### src/rtl/snd_cmd_queue_if.sv
// Command/NMI/IRQ signal bundle between the main-CPU strobe, the sound Z80 and snd_cmd_queue.
interface snd_cmd_queue_if #(
  parameter int CMD_W      = 8,
  parameter int DEPTH_LOG2 = 2
);
  logic [CMD_W-1:0]    sndno;
  logic                sndstart;
  logic                com_rd;
  logic                ovf_clr;
  logic                cpu_nmia;
  logic                cpu_irqa;
  logic                cpu_nmi;
  logic                cpu_irq;
  logic [CMD_W-1:0]    comlatch;
  logic [DEPTH_LOG2:0] fifo_count;
  logic                overflow;

  modport master (
    output sndno, sndstart, com_rd, ovf_clr, cpu_nmia, cpu_irqa,
    input  cpu_nmi, cpu_irq, comlatch, fifo_count, overflow
  );

  modport slave (
    input  sndno, sndstart, com_rd, ovf_clr, cpu_nmia, cpu_irqa,
    output cpu_nmi, cpu_irq, comlatch, fifo_count, overflow
  );
endinterface

### src/rtl/snd_cmd_queue.sv
// Sound command FIFO with per-command NMI, registered head latch, overflow flag
// and a free-running periodic IRQ timer for the sound CPU.
module snd_cmd_queue #(
  parameter int CMD_W        = 8,
  parameter int DEPTH_LOG2   = 2,
  parameter int TIMER_PERIOD = 33334,
  parameter int NMI_REARM    = 1
) (
  input  logic           clk8M,
  input  logic           reset,
  snd_cmd_queue_if.slave bus
);
  localparam int DEPTH = 2 ** DEPTH_LOG2;
  localparam int CNT_W = DEPTH_LOG2 + 1;
  localparam int TMR_W = $clog2(TIMER_PERIOD);

  logic [CMD_W-1:0]      r_mem [DEPTH];
  logic [DEPTH_LOG2-1:0] r_wr_ptr;
  logic [DEPTH_LOG2-1:0] r_rd_ptr;
  logic [CNT_W-1:0]      r_count;
  logic [CMD_W-1:0]      r_latch;
  logic                  r_start_d;
  logic                  r_rd_d;
  logic                  r_nmi;
  logic                  r_irq;
  logic                  r_ovf;
  logic [TMR_W-1:0]      r_tmr;

  logic                  w_push_req;
  logic                  w_pop_req;
  logic                  w_push_ok;
  logic                  w_pop_ok;
  logic                  w_drop;
  logic                  w_nmi_set;
  logic                  w_tmr_wrap;
  logic [DEPTH_LOG2-1:0] w_rd_nxt;
  logic [CNT_W-1:0]      w_count_nxt;
  logic [CMD_W-1:0]      w_latch_nxt;

  assign w_push_req = bus.sndstart & ~r_start_d;
  assign w_pop_req  = bus.com_rd & ~r_rd_d;
  assign w_pop_ok   = w_pop_req && (r_count != '0);
  // A full FIFO still accepts a push when a pop frees the head slot in the same cycle.
  assign w_push_ok  = w_push_req && ((r_count != CNT_W'(DEPTH)) || w_pop_ok);
  assign w_drop     = w_push_req && !w_push_ok;
  assign w_rd_nxt   = r_rd_ptr + DEPTH_LOG2'(1);
  assign w_nmi_set  = w_push_ok || ((NMI_REARM != 0) && w_pop_ok && (w_count_nxt != '0));
  assign w_tmr_wrap = (r_tmr == TMR_W'(TIMER_PERIOD - 1));

  always_comb begin
    w_count_nxt = r_count;
    if (w_push_ok && !w_pop_ok)
      w_count_nxt = r_count + CNT_W'(1);
    else if (w_pop_ok && !w_push_ok)
      w_count_nxt = r_count - CNT_W'(1);
  end

  // The new head may be the word being written this cycle, so bypass sndno in those cases.
  always_comb begin
    w_latch_nxt = r_latch;
    if (w_push_ok && (r_count == '0))
      w_latch_nxt = bus.sndno;
    else if (w_pop_ok && w_push_ok && (r_count == CNT_W'(1)))
      w_latch_nxt = bus.sndno;
    else if (w_pop_ok && (r_count > CNT_W'(1)))
      w_latch_nxt = r_mem[w_rd_nxt];
  end

  always_ff @(posedge clk8M) begin
    if (w_push_ok)
      r_mem[r_wr_ptr] <= bus.sndno;
  end

  always_ff @(posedge clk8M or posedge reset) begin
    if (reset) begin
      r_wr_ptr  <= '0;
      r_rd_ptr  <= '0;
      r_count   <= '0;
      r_latch   <= '0;
      r_start_d <= 1'b0;
      r_rd_d    <= 1'b0;
      r_nmi     <= 1'b0;
      r_irq     <= 1'b0;
      r_ovf     <= 1'b0;
      r_tmr     <= '0;
    end else begin
      r_start_d <= bus.sndstart;
      r_rd_d    <= bus.com_rd;
      r_count   <= w_count_nxt;
      r_latch   <= w_latch_nxt;
      if (w_push_ok)
        r_wr_ptr <= r_wr_ptr + DEPTH_LOG2'(1);
      if (w_pop_ok)
        r_rd_ptr <= w_rd_nxt;

      if (w_nmi_set)
        r_nmi <= 1'b1;
      else if (bus.cpu_nmia)
        r_nmi <= 1'b0;

      if (w_drop)
        r_ovf <= 1'b1;
      else if (bus.ovf_clr)
        r_ovf <= 1'b0;

      if (w_tmr_wrap) begin
        r_tmr <= '0;
        r_irq <= 1'b1;
      end else begin
        r_tmr <= r_tmr + TMR_W'(1);
        if (bus.cpu_irqa)
          r_irq <= 1'b0;
      end
    end
  end

  assign bus.cpu_nmi    = r_nmi;
  assign bus.cpu_irq    = r_irq;
  assign bus.comlatch   = r_latch;
  assign bus.fifo_count = r_count;
  assign bus.overflow   = r_ovf;
endmodule
### src/flat_wrapper.sv
// flat-port wrapper written by rule: the top's interface ports become plain ports
module snd_cmd_queue_flat 
#(
  parameter int CMD_W        = 8,
  parameter int DEPTH_LOG2   = 2,
  parameter int TIMER_PERIOD = 33334,
  parameter int NMI_REARM    = 1
)
  (clk8M, reset, bus_sndno, bus_sndstart, bus_com_rd, bus_ovf_clr, bus_cpu_nmia, bus_cpu_irqa, bus_cpu_nmi, bus_cpu_irq, bus_comlatch, bus_fifo_count, bus_overflow);
  snd_cmd_queue_if #(.CMD_W(CMD_W), .DEPTH_LOG2(DEPTH_LOG2)) bus_i ();
  input  logic clk8M;
  input  logic reset;
  input wire logic [$bits(bus_i.sndno)-1:0] bus_sndno;
  input wire logic [$bits(bus_i.sndstart)-1:0] bus_sndstart;
  input wire logic [$bits(bus_i.com_rd)-1:0] bus_com_rd;
  input wire logic [$bits(bus_i.ovf_clr)-1:0] bus_ovf_clr;
  input wire logic [$bits(bus_i.cpu_nmia)-1:0] bus_cpu_nmia;
  input wire logic [$bits(bus_i.cpu_irqa)-1:0] bus_cpu_irqa;
  output wire logic [$bits(bus_i.cpu_nmi)-1:0] bus_cpu_nmi;
  output wire logic [$bits(bus_i.cpu_irq)-1:0] bus_cpu_irq;
  output wire logic [$bits(bus_i.comlatch)-1:0] bus_comlatch;
  output wire logic [$bits(bus_i.fifo_count)-1:0] bus_fifo_count;
  output wire logic [$bits(bus_i.overflow)-1:0] bus_overflow;
  assign bus_i.sndno = bus_sndno;
  assign bus_i.sndstart = bus_sndstart;
  assign bus_i.com_rd = bus_com_rd;
  assign bus_i.ovf_clr = bus_ovf_clr;
  assign bus_i.cpu_nmia = bus_cpu_nmia;
  assign bus_i.cpu_irqa = bus_cpu_irqa;
  assign bus_cpu_nmi = bus_i.cpu_nmi;
  assign bus_cpu_irq = bus_i.cpu_irq;
  assign bus_comlatch = bus_i.comlatch;
  assign bus_fifo_count = bus_i.fifo_count;
  assign bus_overflow = bus_i.overflow;
  snd_cmd_queue #(.CMD_W(CMD_W), .DEPTH_LOG2(DEPTH_LOG2), .TIMER_PERIOD(TIMER_PERIOD), .NMI_REARM(NMI_REARM)) u_core (.clk8M(clk8M), .reset(reset), .bus(bus_i));
endmodule
### config.mk
export PLATFORM = sky130hd
export DESIGN_NAME = snd_cmd_queue_flat
export DESIGN_NICKNAME = d
export VERILOG_FILES = /design/src/rtl/snd_cmd_queue_if.sv /design/src/rtl/snd_cmd_queue.sv /design/src/flat_wrapper.sv
export SDC_FILE = /design/constraint.sdc
export NUM_CORES = 1
export LEC_CHECK = 0
export BUFFER_PORTS_ARGS = -buffer_cell sky130_fd_sc_hd__buf_2
export CAP_MARGIN = 20
export CORE_ASPECT_RATIO = 0.75
export CORE_MARGIN = 4
export CORE_UTILIZATION = 54
export DETAILED_ROUTE_END_ITERATION = 10
export PLACE_DENSITY = 0.75
export SYNTH_ARGS = -nofsm -noshare
export SYNTH_HDL_FRONTEND = slang
export SYNTH_SLANG_ARGS = --single-unit
### constraint.sdc
create_clock -name clk8M -period 4.38 [get_ports clk8M]
set_input_delay 0.438 -clock clk8M [delete_from_list [all_inputs] [get_ports clk8M]]
set_output_delay 0.438 -clock clk8M [all_outputs]
set_load 0.03 [all_outputs]
==> summary.md, run 1 <==
| Metric | Value |
|---|---|
| Result of the run | `finished clean` |
| Master cell of the clock root buffer | `sky130_fd_sc_hd__clkbuf_8` |
| Complex-gate fraction of the synthesized area | `5.40%` |
| Asr flop ratio synth | `52.9%` |
| Sw frac | `33.9%` |
| Number of max-slew violations in the final report | `0` |
| Setup repair after global routing missed its margin | `false` |
| Max Clock Skew | `8.61 ps` |
| Count of final setup violators | `0` |
| Share of power burned in registers | `44.8%` |
| CTS Buffer Depth | `2` |
| CTS Hold Buffers Added | `0` |
| Share of power burned in the clock network | `25.3%` |
| LEAKAGE | `0.00142 uW` |
| Sum Neg Setup Slack | `0 ps` |
| Number of global-route vias before repair | `1763` |
| Count of synthesis-stage warnings from yosys | `0` |
| Largest stage delay on the critical path | `520 ps` |
| Post-DRT Antenna Nets | `0` |
| Number of max-cap violations | `0` |
| HPWL reported at the end of detailed placement | `3550 um` |
| Power Density | `581 mW/mm^2` |
| Detailed Routing Iterations Pass 1 | `4` |
| Required time reported for the critical path endpoint | `4590 ps` |
| Worst min-delay path class | `primary input to async pin` |
| Setup slack, reg-to-reg | `1790 ps` |
| Initial antenna violation count | `0` |
| Series of cell instances along the critical path | `clkinv_1, ha_1, nor2_1, a32oi_1, a32o_1, or4b_1, a221o_1` |
| Endpoint class of the critical path | `flip-flop` |
| Clock tree sinks | `68` |
| Main synth FF type | `sky130_fd_sc_hd__dfrtp_1` |
| Initial DRC count | `75` |
| Number of buffers added by the clock tree synthesis step | `9` |
| Internal Power | `1300 uW` |
| Mapped Area | `0.00299 sq mm` |
| Mapped Nets | `250` |
| Post-Synthesis Cells | `225` |
| Share of cell area taken by muxes after synthesis | `8.71%` |
| CP max stage cell | `sky130_fd_sc_hd__or4b_1` |
| Kind of critical path | `flip-flop to flip-flop` |
| Overall track demand over capacity in global routing | `17.3%` |
| Synth unique cells | `39` |
| Buffers added on ports | `28` |
| Share of synthesized cell area in and, or, nand and nor gates | `11.3%` |
| Maximum number of pins on one net before global-route repair | `37` |
| Average cell area after synthesis | `13.3 sq um` |
| XOR/XNOR Fraction of Synth Area | `5.57%` |
| Die outline area | `0.00680 sq mm` |
| Die Y | `72.4 um` |
| Final worst path period share | `59.2%` |
| Placer Congestion | `0.908` |
| Worst-skew pair later-pin latency | `330 ps` |
| Fraction of layout cells with a size suffix above 1 | `20.5%` |
| Via count | `1772` |
| Initial Utilization | `55.8%` |
| Die W | `93.9 um` |
| P&R area growth vs syn | `13.6%` |
| Crit Path Max Fanout | `9` |
| Largest voltage drop on the vdd net | `396 uV` |
| Adder-cell share of the synthesized area | `4.19%` |
| Total number of placement rows | `23` |
| CTS H-tree lvls | `3` |
| Number of resized instances in the post-cts repair step | `0` |
| Most frequent cells in the layout | `sky130_fd_sc_hd__dfrtp_1 (36), sky130_fd_sc_hd__edfxtp_1 (32), sky130_fd_sc_hd__buf_2 (28), sky130_fd_sc_hd__nor2_1 (25), sky130_fd_sc_hd__nand2_1 (15)` |
| Total Nets Final | `284` |
| Flip-flop and latch count after synthesis | `68` |
| Global-route congestion overflow total | `0` |
| Mean number of vias per cell | `5.23` |
| Reg clk slew, reported paths | `70 ps` |
| Crit start category | `flip-flop` |
| Antenna fix cells | `0` |
| Switching power summed over all nets | `669 uW` |
| Number of design rule violations left after detail routing | `0` |
| Hold Slack | `212 ps` |
| Total Wirelength | `5240 um` |
| Final critical-path required period | `2590 ps` |
| Clock tree from TritonCTS | `yes` |
| Number of enable flip-flop cells after synthesis | `32` |
| Max Clock Freq | `386 MHz` |
| Fraction of the yosys area taken by sequential cells | `62.3%` |
| Fraction of power consumed by combinational cells | `29.9%` |
| WL/cell | `15.5 um` |
| Area of the core | `0.00535 sq mm` |
| First-pass GRT wire length | `8750 um` |
| Total setup buffers inserted after CTS | `0` |
| Final hold violation count | `0` |
| Slew @ Worst Pin | `638 ps` |
| Critical path arrival | `2800 ps` |
| Boundary pin count | `29` |
| Commonest non-fill, non-tap cell in the layout | `sky130_fd_sc_hd__dfrtp_1` |
| Worst max-slew margin expressed relative to the limit | `57.3%` |
| Combinational family with the most area after synthesis | `simple AND/OR/NAND/NOR gates` |
cell type report:
type | count | area (sq um)
inverter | 10 | 37.5
clock buffer | 12 | 145
tap | 75 | 93.8
clock inverter | 4 | 48.8
timing repair buffer | 30 | 155
fill | 421 | 1960
sequential | 68 | 1860
multi-input combinational | 140 | 1050
sequential cells by signal, indices dropped and copies added, names as in the netlist:
register and flops:
u_core.r_start_d 1, u_core.r_tmr 16, u_core.r_wr_ptr 2, u_core.bus.cpu_nmi 1, u_core.bus.comlatch 8, u_core.bus.cpu_irq 1
u_core.bus.fifo_count 3, u_core.r_rd_ptr 2, u_core.r_mem 32, u_core.r_rd_d 1, u_core.bus.overflow 1
routing by layer:
metal	up-vias	global-route usage, %	wire length (um)
li1	872	-	-
met1	865	24.6	2500
met2	31	25.3	2460
met3	4	6.01	234
met4	0	5.61	53
met5	-	0	0
critical path, delay by kind of cell (launching register included):
family                   cells  cell delay (ps)
AND/OR/NAND/NOR              2              790
buffers and inverters        1              180
AO/OA/AOI/OAI                3              700
adder cells (fa/ha/maj)      1              350
flip-flops                   1              440
power by group through the flow:
stage | registers, uW | clock network [uW] | logic, uW
floorplan | 943 | 0 | 387
global placement | 892 | 0 | 573
detailed placement | 898 | 0 | 582
CTS | 885 | 513 | 590
global route | 901 | 540 | 639
finish | 883 | 500 | 588
cell usage after synthesis, types with 3 or more instances:
cell | number | area share [%]
sky130_fd_sc_hd__a21oi_1 | 12 | 2.0
sky130_fd_sc_hd__and2_1 | 4 | 0.84
sky130_fd_sc_hd__and3_1 | 3 | 0.63
sky130_fd_sc_hd__clkbuf_1 | 3 | 0.38
sky130_fd_sc_hd__dfrtp_1 | 36 | 30
sky130_fd_sc_hd__edfxtp_1 | 32 | 32
sky130_fd_sc_hd__ha_1 | 10 | 4.2
sky130_fd_sc_hd__inv_1 | 9 | 1.1
sky130_fd_sc_hd__mux2i_1 | 8 | 2.7
sky130_fd_sc_hd__mux4_2 | 8 | 6.0
sky130_fd_sc_hd__nand2_1 | 15 | 1.9
sky130_fd_sc_hd__nand3_1 | 9 | 1.5
sky130_fd_sc_hd__nand4_1 | 3 | 0.63
sky130_fd_sc_hd__nor2_1 | 25 | 3.1
sky130_fd_sc_hd__o21ai_1 | 3 | 0.50
sky130_fd_sc_hd__xnor2_1 | 13 | 3.8
sky130_fd_sc_hd__xor2_1 | 6 | 1.8
kinds of logic (layout without fill, tap and decap cells):
kind of cell	Yosys count	count (layout)
flops	68	68
fa+ha+maj	10	10
xor+xnor	19	19
compound gates	25	25
buf+inv	17	56
mux	16	16
simple gates	70	70
through the flow:
step | setup WS, ps | total power (uW) | utilization, % | instance area [sq um] | instances
finish | 1790 | 1970 | 63.4 | 3390 | 339
floorplan | 1800 | 1330 | - | 2990 | 225
detailed placement | 1860 | 1480 | 59.7 | 3190 | 322
global placement | 1920 | 1460 | 59.7 | 3190 | 322
CTS | 1830 | 1990 | 63.3 | 3390 | 338
global route | 1670 | 2080 | 63.4 | 3390 | 339
final timing paths:
| kind | from | depth (start not counted) | end |
|---|---|---|---|
| min reg2reg | u_core.bus.cpu_irq | 1 | u_core.bus.cpu_irq |
| min in group clk8M | bus_sndstart | 1 | u_core.r_start_d |
| max | u_core.bus.fifo_count[0] | 7 | u_core.bus.cpu_nmi |
| max in group asynchronous | reset | 3 | u_core.r_rd_ptr[1] |
| min | reset | 3 | u_core.r_tmr[11] |
| max reg2reg | u_core.bus.fifo_count[0] | 7 | u_core.bus.cpu_nmi |
Note: power is estimated with default switching activity, not from simulation.
==> inputs of run 2 (changes only) <==
--- a/config.mk
+++ b/config.mk
@@ -9,7 +9,7 @@
 export CAP_MARGIN = 20
 export CORE_ASPECT_RATIO = 0.75
 export CORE_MARGIN = 4
-export CORE_UTILIZATION = 54
+export CORE_UTILIZATION = 52
 export DETAILED_ROUTE_END_ITERATION = 10
 export PLACE_DENSITY = 0.75
 export SYNTH_ARGS = -nofsm -noshare
==> constraint.sdc (replaced) <==
create_clock -name clk8M -period 2.26 [get_ports clk8M]
set_input_delay 0.226 -clock clk8M [delete_from_list [all_inputs] [get_ports clk8M]]
set_output_delay 0.226 -clock clk8M [all_outputs]
set_load 0.03 [all_outputs]
==> summary.md, run 2 (same netlist as run 1, synthesis figures left out) <==
| Metric | Value |
|---|---|
| Result of the run | `finished clean` |
| Fraction of power consumed by combinational cells | `32.6% (+2.7 points)` |
| Sw frac | `34.9% (+0.96 points)` |
| Critical path buffers and inverters | `2 (+1)` |
| Crit start category | `primary input` |
| Reg with most FFs | `u_core.r_mem` |
| Crit Path Max Fanout | `6 (-3)` |
| Post-place instance area | `0.00334 sq mm (+4.5%)` |
| HPWL reported at the end of detailed placement | `3720 um (+4.5%)` |
| Setup repair after global routing missed its margin | `false` |
| Number of global-route vias before repair | `1807 (+2.5%)` |
| Overall track demand over capacity in global routing | `17.1% (-0.25 points)` |
| Initial DRC count | `83 (+11%)` |
| CTS Buffer Depth | `2 (unchanged)` |
| First-pass GRT wire length | `8800 um (+0.55%)` |
| Area of all placed cells without fillers | `0.00359 sq mm (+5.9%)` |
| Flip-flop count of the largest register, all copies and words added | `32 (unchanged)` |
| Clock tree from TritonCTS | `yes` |
| CP max stage cell | `sky130_fd_sc_hd__dlygate4sd3_1` |
| Commonest non-fill, non-tap cell in the layout | `sky130_fd_sc_hd__dfrtp_1` |
| Reg clk slew, reported paths | `80 ps (about the same)` |
| Reg2reg start | `u_core.bus.fifo_count[0]` |
| Number of buffers added by the clock tree synthesis step | `9 (unchanged)` |
| Fraction of layout cells with a size suffix above 1 | `28.1% (+7.7 points)` |
| Total Nets Final | `301 (+6.0%)` |
| Endpoint of the most critical register-to-register path | `u_core.bus.cpu_nmi` |
| Boundary pin count | `29 (unchanged)` |
| Filler Cell Count | `403 (-4.3%)` |
| Kind of critical path | `primary input to flip-flop` |
| Power Density | `1130 mW/mm^2 (+94%)` |
| Final critical-path required period | `2180 ps` |
| Slew @ Worst Pin | `634 ps (-4.15 ps)` |
| Final hold violation count | `0 (unchanged)` |
| Largest voltage drop on the vdd net | `643 uV (+63%)` |
| Cell count of the worst hold path | `2` |
| Setup slack, reg-to-reg | `150 ps (-1640 ps)` |
| Maximum number of pins on one net before global-route repair | `17 (-54%)` |
| CTS H-tree lvls | `3 (unchanged)` |
| Share of power burned in registers | `42.2% (-2.6 points)` |
| Largest delay share family, worst path | `simple AND/OR/NAND/NOR gates` |
| Buffers added on ports | `28 (unchanged)` |
| Sequential cell area | `0.00186 sq mm (+0.13%)` |
| Die W | `95.5 um (+1.7%)` |
| Max Clock Freq | `459 MHz` |
| P&R area growth vs syn | `20.3%` |
| Detailed Routing Iterations Pass 1 | `4 (unchanged)` |
| Core occupancy in the finished layout | `66.1% (+2.7 points)` |
| Die Y | `73.6 um (+1.7%)` |
| Series of cell instances along the critical path | `dlygate4sd3_1, buf_2, or2b_1, a32oi_1, a32o_1, or4b_1, a221o_1` |
| Required time reported for the critical path endpoint | `2500 ps (-2090 ps)` |
| Switching power summed over all nets | `1410 uW (+110%)` |
| Master cell of the clock root buffer | `sky130_fd_sc_hd__clkbuf_8` |
| Max Clock Skew | `7.53 ps (-1.08 ps)` |
| Number of max-cap violations | `0 (unchanged)` |
| Mean number of vias per cell | `5.15 (-1.4%)` |
| Placer Congestion | `0.921 (+1.4%)` |
| Via count | `1834 (+3.5%)` |
| Worst max-slew margin expressed relative to the limit | `57.7% (+0.43 points)` |
| Die outline area | `0.00704 sq mm (+3.5%)` |
| Endpoint class of the critical path | `flip-flop` |
| Path depth of the worst reg2reg path | `7 (unchanged)` |
| Area of the multi-input gates | `0.00108 sq mm (+3.1%)` |
| Most frequent cells in the layout | `sky130_fd_sc_hd__dfrtp_1 (34), sky130_fd_sc_hd__edfxtp_1 (32), sky130_fd_sc_hd__buf_2 (28), sky130_fd_sc_hd__nor2_1 (24)` |
| Number of max-slew violations in the final report | `0 (unchanged)` |
| Area of the core | `0.00544 sq mm (+1.6%)` |
| Sum Neg Setup Slack | `0 ps (unchanged)` |
| Post-DRT Antenna Nets | `0 (unchanged)` |
| Capture endpoint of the worst hold path | `u_core.bus.overflow` |
| Antenna fix cells | `0 (unchanged)` |
| Total number of placement rows | `23 (unchanged)` |
| Worst-skew pair later-pin latency | `350 ps (+20 ps)` |
| Initial antenna violation count | `0 (unchanged)` |
| Internal Power | `2640 uW (+100%)` |
| Total Wirelength | `5300 um (+1.0%)` |
| Initial Utilization | `54.9% (-0.89 points)` |
| Count of final setup violators | `0 (unchanged)` |
| Final worst path period share | `96.5%` |
| Largest stage delay on the critical path | `520 ps (about the same)` |
| Share of power burned in the clock network | `25.2% (about the same)` |
| LEAKAGE | `0.00151 uW (+6.6%)` |
| Clock tree sinks | `68 (unchanged)` |
| Worst min-delay path class | `primary input to flip-flop` |
| Number of design rule violations left after detail routing | `0 (unchanged)` |
| WL/cell | `14.9 um (-3.8%)` |
| Worst min-delay path startpoint | `bus_ovf_clr` |
| Critical path arrival | `2420 ps (-380 ps)` |
| Global-route congestion overflow total | `0 (unchanged)` |
[run 2: stage by stage]
| step | std cells | power [uW] | worst slack (ps) | hold slack, ps |
|---|---|---|---|---|
| floorplan | 225 | 2620 | 3.12 | 257 |
| global placement | 337 | 2990 | 32.4 | 330 |
| detailed placement | 337 | 3020 | -24.3 | 357 |
| CTS | 356 | 4070 | 16.9 | 54.2 |
| global route | 356 | 4300 | 16.4 | 53.5 |
| finish | 356 | 4050 | 80.0 | 73.2 |
[run 2: cell type report]
cell class,count,area share [%]
Timing Repair Buffer,47,8.43
Tap cell,75,2.61
Clock inverter,7,2.26
Inverter,10,1.18
Multi-Input combinational cell,140,30.2
Clock buffer,9,3.45
Sequential cell,68,51.9
[run 2: worst max path at each step]
stage          slack [ps]  cells past startpoint                      from                 end
2_1_floorplan           3                      8  u_core.bus.fifo_count[0]  u_core.bus.cpu_nmi
3_5_place_dp          -20                      7  u_core.bus.fifo_count[0]  u_core.bus.cpu_nmi
5_1_grt                20                      8                bus_com_rd  u_core.bus.cpu_nmi
4_1_cts                20                      8                bus_com_rd  u_core.bus.cpu_nmi
6_report               80                      7              bus_sndstart  u_core.bus.cpu_nmi
3_3_place_gp           30                      7  u_core.bus.fifo_count[0]  u_core.bus.cpu_nmi
[run 2: power by group through the flow]
| stage | registers (uW) | logic [uW] | clock network (uW) |
|---|---|---|---|
| final | 1710 | 1320 | 1020 |
| after global routing | 1740 | 1440 | 1110 |
| after CTS | 1710 | 1300 | 1050 |
| after detailed placement | 1730 | 1280 | 0 |
| after global placement | 1730 | 1260 | 0 |
| after floorplan | 1840 | 782 | 0 |
[run 2: what timing repair did]
item / in CTS / in global routing
gates resized for setup: 1 / 4
endpoints found under the setup margin: 1 / 1
hold endpoints to repair: 16 / 0
pin swaps: 0 / 0
hold buffers: 3 / 0
setup buffers: 0 / 0
[run 2: metal layers]
layer  up-vias  track usage, %  part of all wire, %
met5         -               0                    0
met4         0            4.42                 0.70
met3         5            7.27                  4.9
met2        40            24.8                   45
met1       875            23.9                   49
li1        914               -                    -
==> inputs of run 3 (changes only) <==
--- a/config.mk
+++ b/config.mk
@@ -12,6 +12,7 @@
 export CORE_UTILIZATION = 52
 export DETAILED_ROUTE_END_ITERATION = 10
 export PLACE_DENSITY = 0.75
+export SETUP_SLACK_MARGIN = 0.4
 export SYNTH_ARGS = -nofsm -noshare
 export SYNTH_HDL_FRONTEND = slang
 export SYNTH_SLANG_ARGS = --single-unit
==> summary.md, run 3 (same netlist as run 1, synthesis figures left out) <==
| Metric | Value |
|---|---|
| Post-place instance area | `0.00325 sq mm (-2.5%)` |
| Die W | `95.5 um (unchanged)` |
| Post-DRT Antenna Nets | `0 (unchanged)` |
| Final hold violation count | `0 (unchanged)` |
| Clock tree from TritonCTS | `yes` |
| First-pass GRT wire length | `8860 um (+0.70%)` |
| Fraction of layout cells with a size suffix above 1 | `27.8% (-0.28 points)` |
| CTS H-tree lvls | `3 (unchanged)` |
| Worst max-slew margin expressed relative to the limit | `43.2% (-15 points)` |
| Worst-skew pair later-pin latency | `340 ps (about the same)` |
| Die outline area | `0.00704 sq mm (unchanged)` |
| Area of the core | `0.00544 sq mm (unchanged)` |
| Die Y | `73.6 um (unchanged)` |
| Clock tree sinks | `68 (unchanged)` |
| Via count | `1856 (+1.2%)` |
| Initial Utilization | `54.9% (unchanged)` |
| Filler-free cell count of the finished design | `348 (-2.2%)` |
| P&R area growth vs syn | `18.1%` |
| Commonest non-fill, non-tap cell in the layout | `sky130_fd_sc_hd__dfrtp_1` |
| Flip-flop count of the largest register, all copies and words added | `32 (unchanged)` |
| Initial DRC count | `102 (+23%)` |
| Number of design rule violations left after detail routing | `0 (unchanged)` |
| Maximum number of pins on one net before global-route repair | `23 (+6)` |
| Initial antenna violation count | `0 (unchanged)` |
| Setup repair after global routing missed its margin | `true` |
| Detailed Routing Iterations Pass 1 | `4 (unchanged)` |
| Required time reported for the critical path endpoint | `2480 ps (-20 ps)` |
| Capture endpoint of the worst hold path | `u_core.r_rd_d` |
| Placer Congestion | `0.882 (-4.2%)` |
| Global-route congestion overflow total | `0 (unchanged)` |
| Reg clk slew, reported paths | `70 ps (about the same)` |
| LEAKAGE | `0.00147 uW (-2.5%)` |
| Number of buffers added by the clock tree synthesis step | `9 (unchanged)` |
| Final worst path period share | `92.5% (-4.0 points)` |
| Number of global-route vias before repair | `1800 (-0.39%)` |
| Mean number of vias per cell | `5.33 (+3.5%)` |
| Overall track demand over capacity in global routing | `17.2% (+0.086 points)` |
| HPWL reported at the end of detailed placement | `3700 um (-0.35%)` |
| Endpoint of the most critical register-to-register path | `u_core.bus.cpu_nmi` |
| Critical path arrival | `2310 ps (-110 ps)` |
| Total number of placement rows | `23 (unchanged)` |
| Total Wirelength | `5300 um (about the same)` |
| Count of final setup violators | `0 (unchanged)` |
| Kind of critical path | `flip-flop to flip-flop` |
| Crit start category | `flip-flop` |
| Worst min-delay path class | `primary input to flip-flop` |
| Power Density | `1140 mW/mm^2 (+0.89%)` |
| CTS Buffer Depth | `2 (unchanged)` |
| Result of the run | `finished clean` |
| Cell count of the worst hold path | `1 (-1)` |
| Boundary pin count | `29 (unchanged)` |
| Area of all placed cells without fillers | `0.00353 sq mm (-1.8%)` |
| Master cell of the clock root buffer | `sky130_fd_sc_hd__clkbuf_8` |
| Worst min-delay path startpoint | `bus_com_rd` |
| Max Clock Freq | `478 MHz (+4.3%)` |
| Reg2reg start | `u_core.bus.fifo_count[0]` |
| Max Clock Skew | `6.29 ps (-1.24 ps)` |
| Path depth of the worst reg2reg path | `7 (unchanged)` |
| Inst Count DP | `325 (-3.6%)` |
| Number of max-cap violations | `0 (unchanged)` |
| Crit Path Max Fanout | `6 (unchanged)` |
| Sum Neg Setup Slack | `0 ps (unchanged)` |
| Most frequent cells in the layout | `sky130_fd_sc_hd__dfrtp_1 (34), sky130_fd_sc_hd__edfxtp_1 (32), sky130_fd_sc_hd__buf_2 (28), sky130_fd_sc_hd__nor2_1 (24), sky130_fd_sc_hd__nand2_1 (15)` |
| Number of max-slew violations in the final report | `0 (unchanged)` |
| WL/cell | `15.2 um (+2.4%)` |
| Total Nets Final | `293 (-2.7%)` |
| Antenna fix cells | `0 (unchanged)` |
| Largest voltage drop on the vdd net | `465 uV (-28%)` |
| Final critical-path required period | `2090 ps (-89.7 ps)` |
| Buffers added on ports | `28 (unchanged)` |
| Reg with most FFs | `u_core.r_mem` |
| Filler Cell Count | `412 (+2.2%)` |
| Endpoint class of the critical path | `flip-flop` |
| Setup slack, reg-to-reg | `170 ps (+20 ps)` |
| Slew @ Worst Pin | `851 ps (+217 ps)` |
-- run 3: cell type report --
class / count / area (sq um) / area share (%)
clock buffers: 9 / 124 / 3.51
repair buffers: 39 / 229 / 6.49
inverters: 10 / 45.0 / 1.28
multi-input cells: 140 / 1100 / 31.1
flip-flops and latches: 68 / 1860 / 52.8
well taps: 75 / 93.8 / 2.66
clock inverters: 7 / 76.3 / 2.16
-- run 3: how the worst max path moves through the flow --
stage                             start  depth (start not counted)                 end
2_1_floorplan  u_core.bus.fifo_count[1]                          8  u_core.bus.cpu_nmi
3_3_place_gp           u_core.r_start_d                          6  u_core.bus.cpu_nmi
3_5_place_dp           u_core.r_start_d                          6  u_core.bus.cpu_nmi
4_1_cts        u_core.bus.fifo_count[0]                          7  u_core.bus.cpu_nmi
5_1_grt                u_core.r_start_d                          6  u_core.bus.cpu_nmi
6_report       u_core.bus.fifo_count[0]                          7  u_core.bus.cpu_nmi
-- run 3: what timing repair did --
action	4_1_cts	5_1_grt
resized for setup	6	4
pin swaps	2	0
endpoints found under the hold margin	1	0
setup endpoints to repair	5	31
hold buffers	1	0
setup buffers	5	1
-- run 3: per-layer routing --
metal  routed length (um)  GRT usage, %  part of all wire (%)  up-vias
met1                 2450          24.4                    46      893
met2                 2390          24.5                    45       66
met5                    0             0                     0        -
met3                  373          5.63                   7.0       12
li1                     -             -                     -      885
met4                   96          7.10                   1.8        0
-- run 3: power breakdown --
part	total (uW)	internal, uW	switching, uW
combinational	1320	593	724
sequential	1710	1510	205
clock	985	514	471
-- run 3: stage by stage --
step / hold WS, ps / power (uW) / util [%] / setup WS, ps
floorplan: 257 / 2660 / - / 132
global placement: 356 / 2930 / 59.8 / 173
detailed placement: 357 / 2960 / 59.8 / 97.2
CTS: 10.7 / 4040 / 64.7 / 182
global route: 15.7 / 4260 / 64.9 / 54.2
finish: 33.3 / 4020 / 64.9 / 170
-- run 3: critical path: stages, from the launching register on --
cell and delay (ps):
sky130_fd_sc_hd__dfrtp_2 400, sky130_fd_sc_hd__clkinv_4 70, sky130_fd_sc_hd__ha_4 190, sky130_fd_sc_hd__buf_6 130, sky130_fd_sc_hd__o22a_1 210, sky130_fd_sc_hd__a32o_1 230
sky130_fd_sc_hd__or4b_1 460, sky130_fd_sc_hd__a221o_1 290
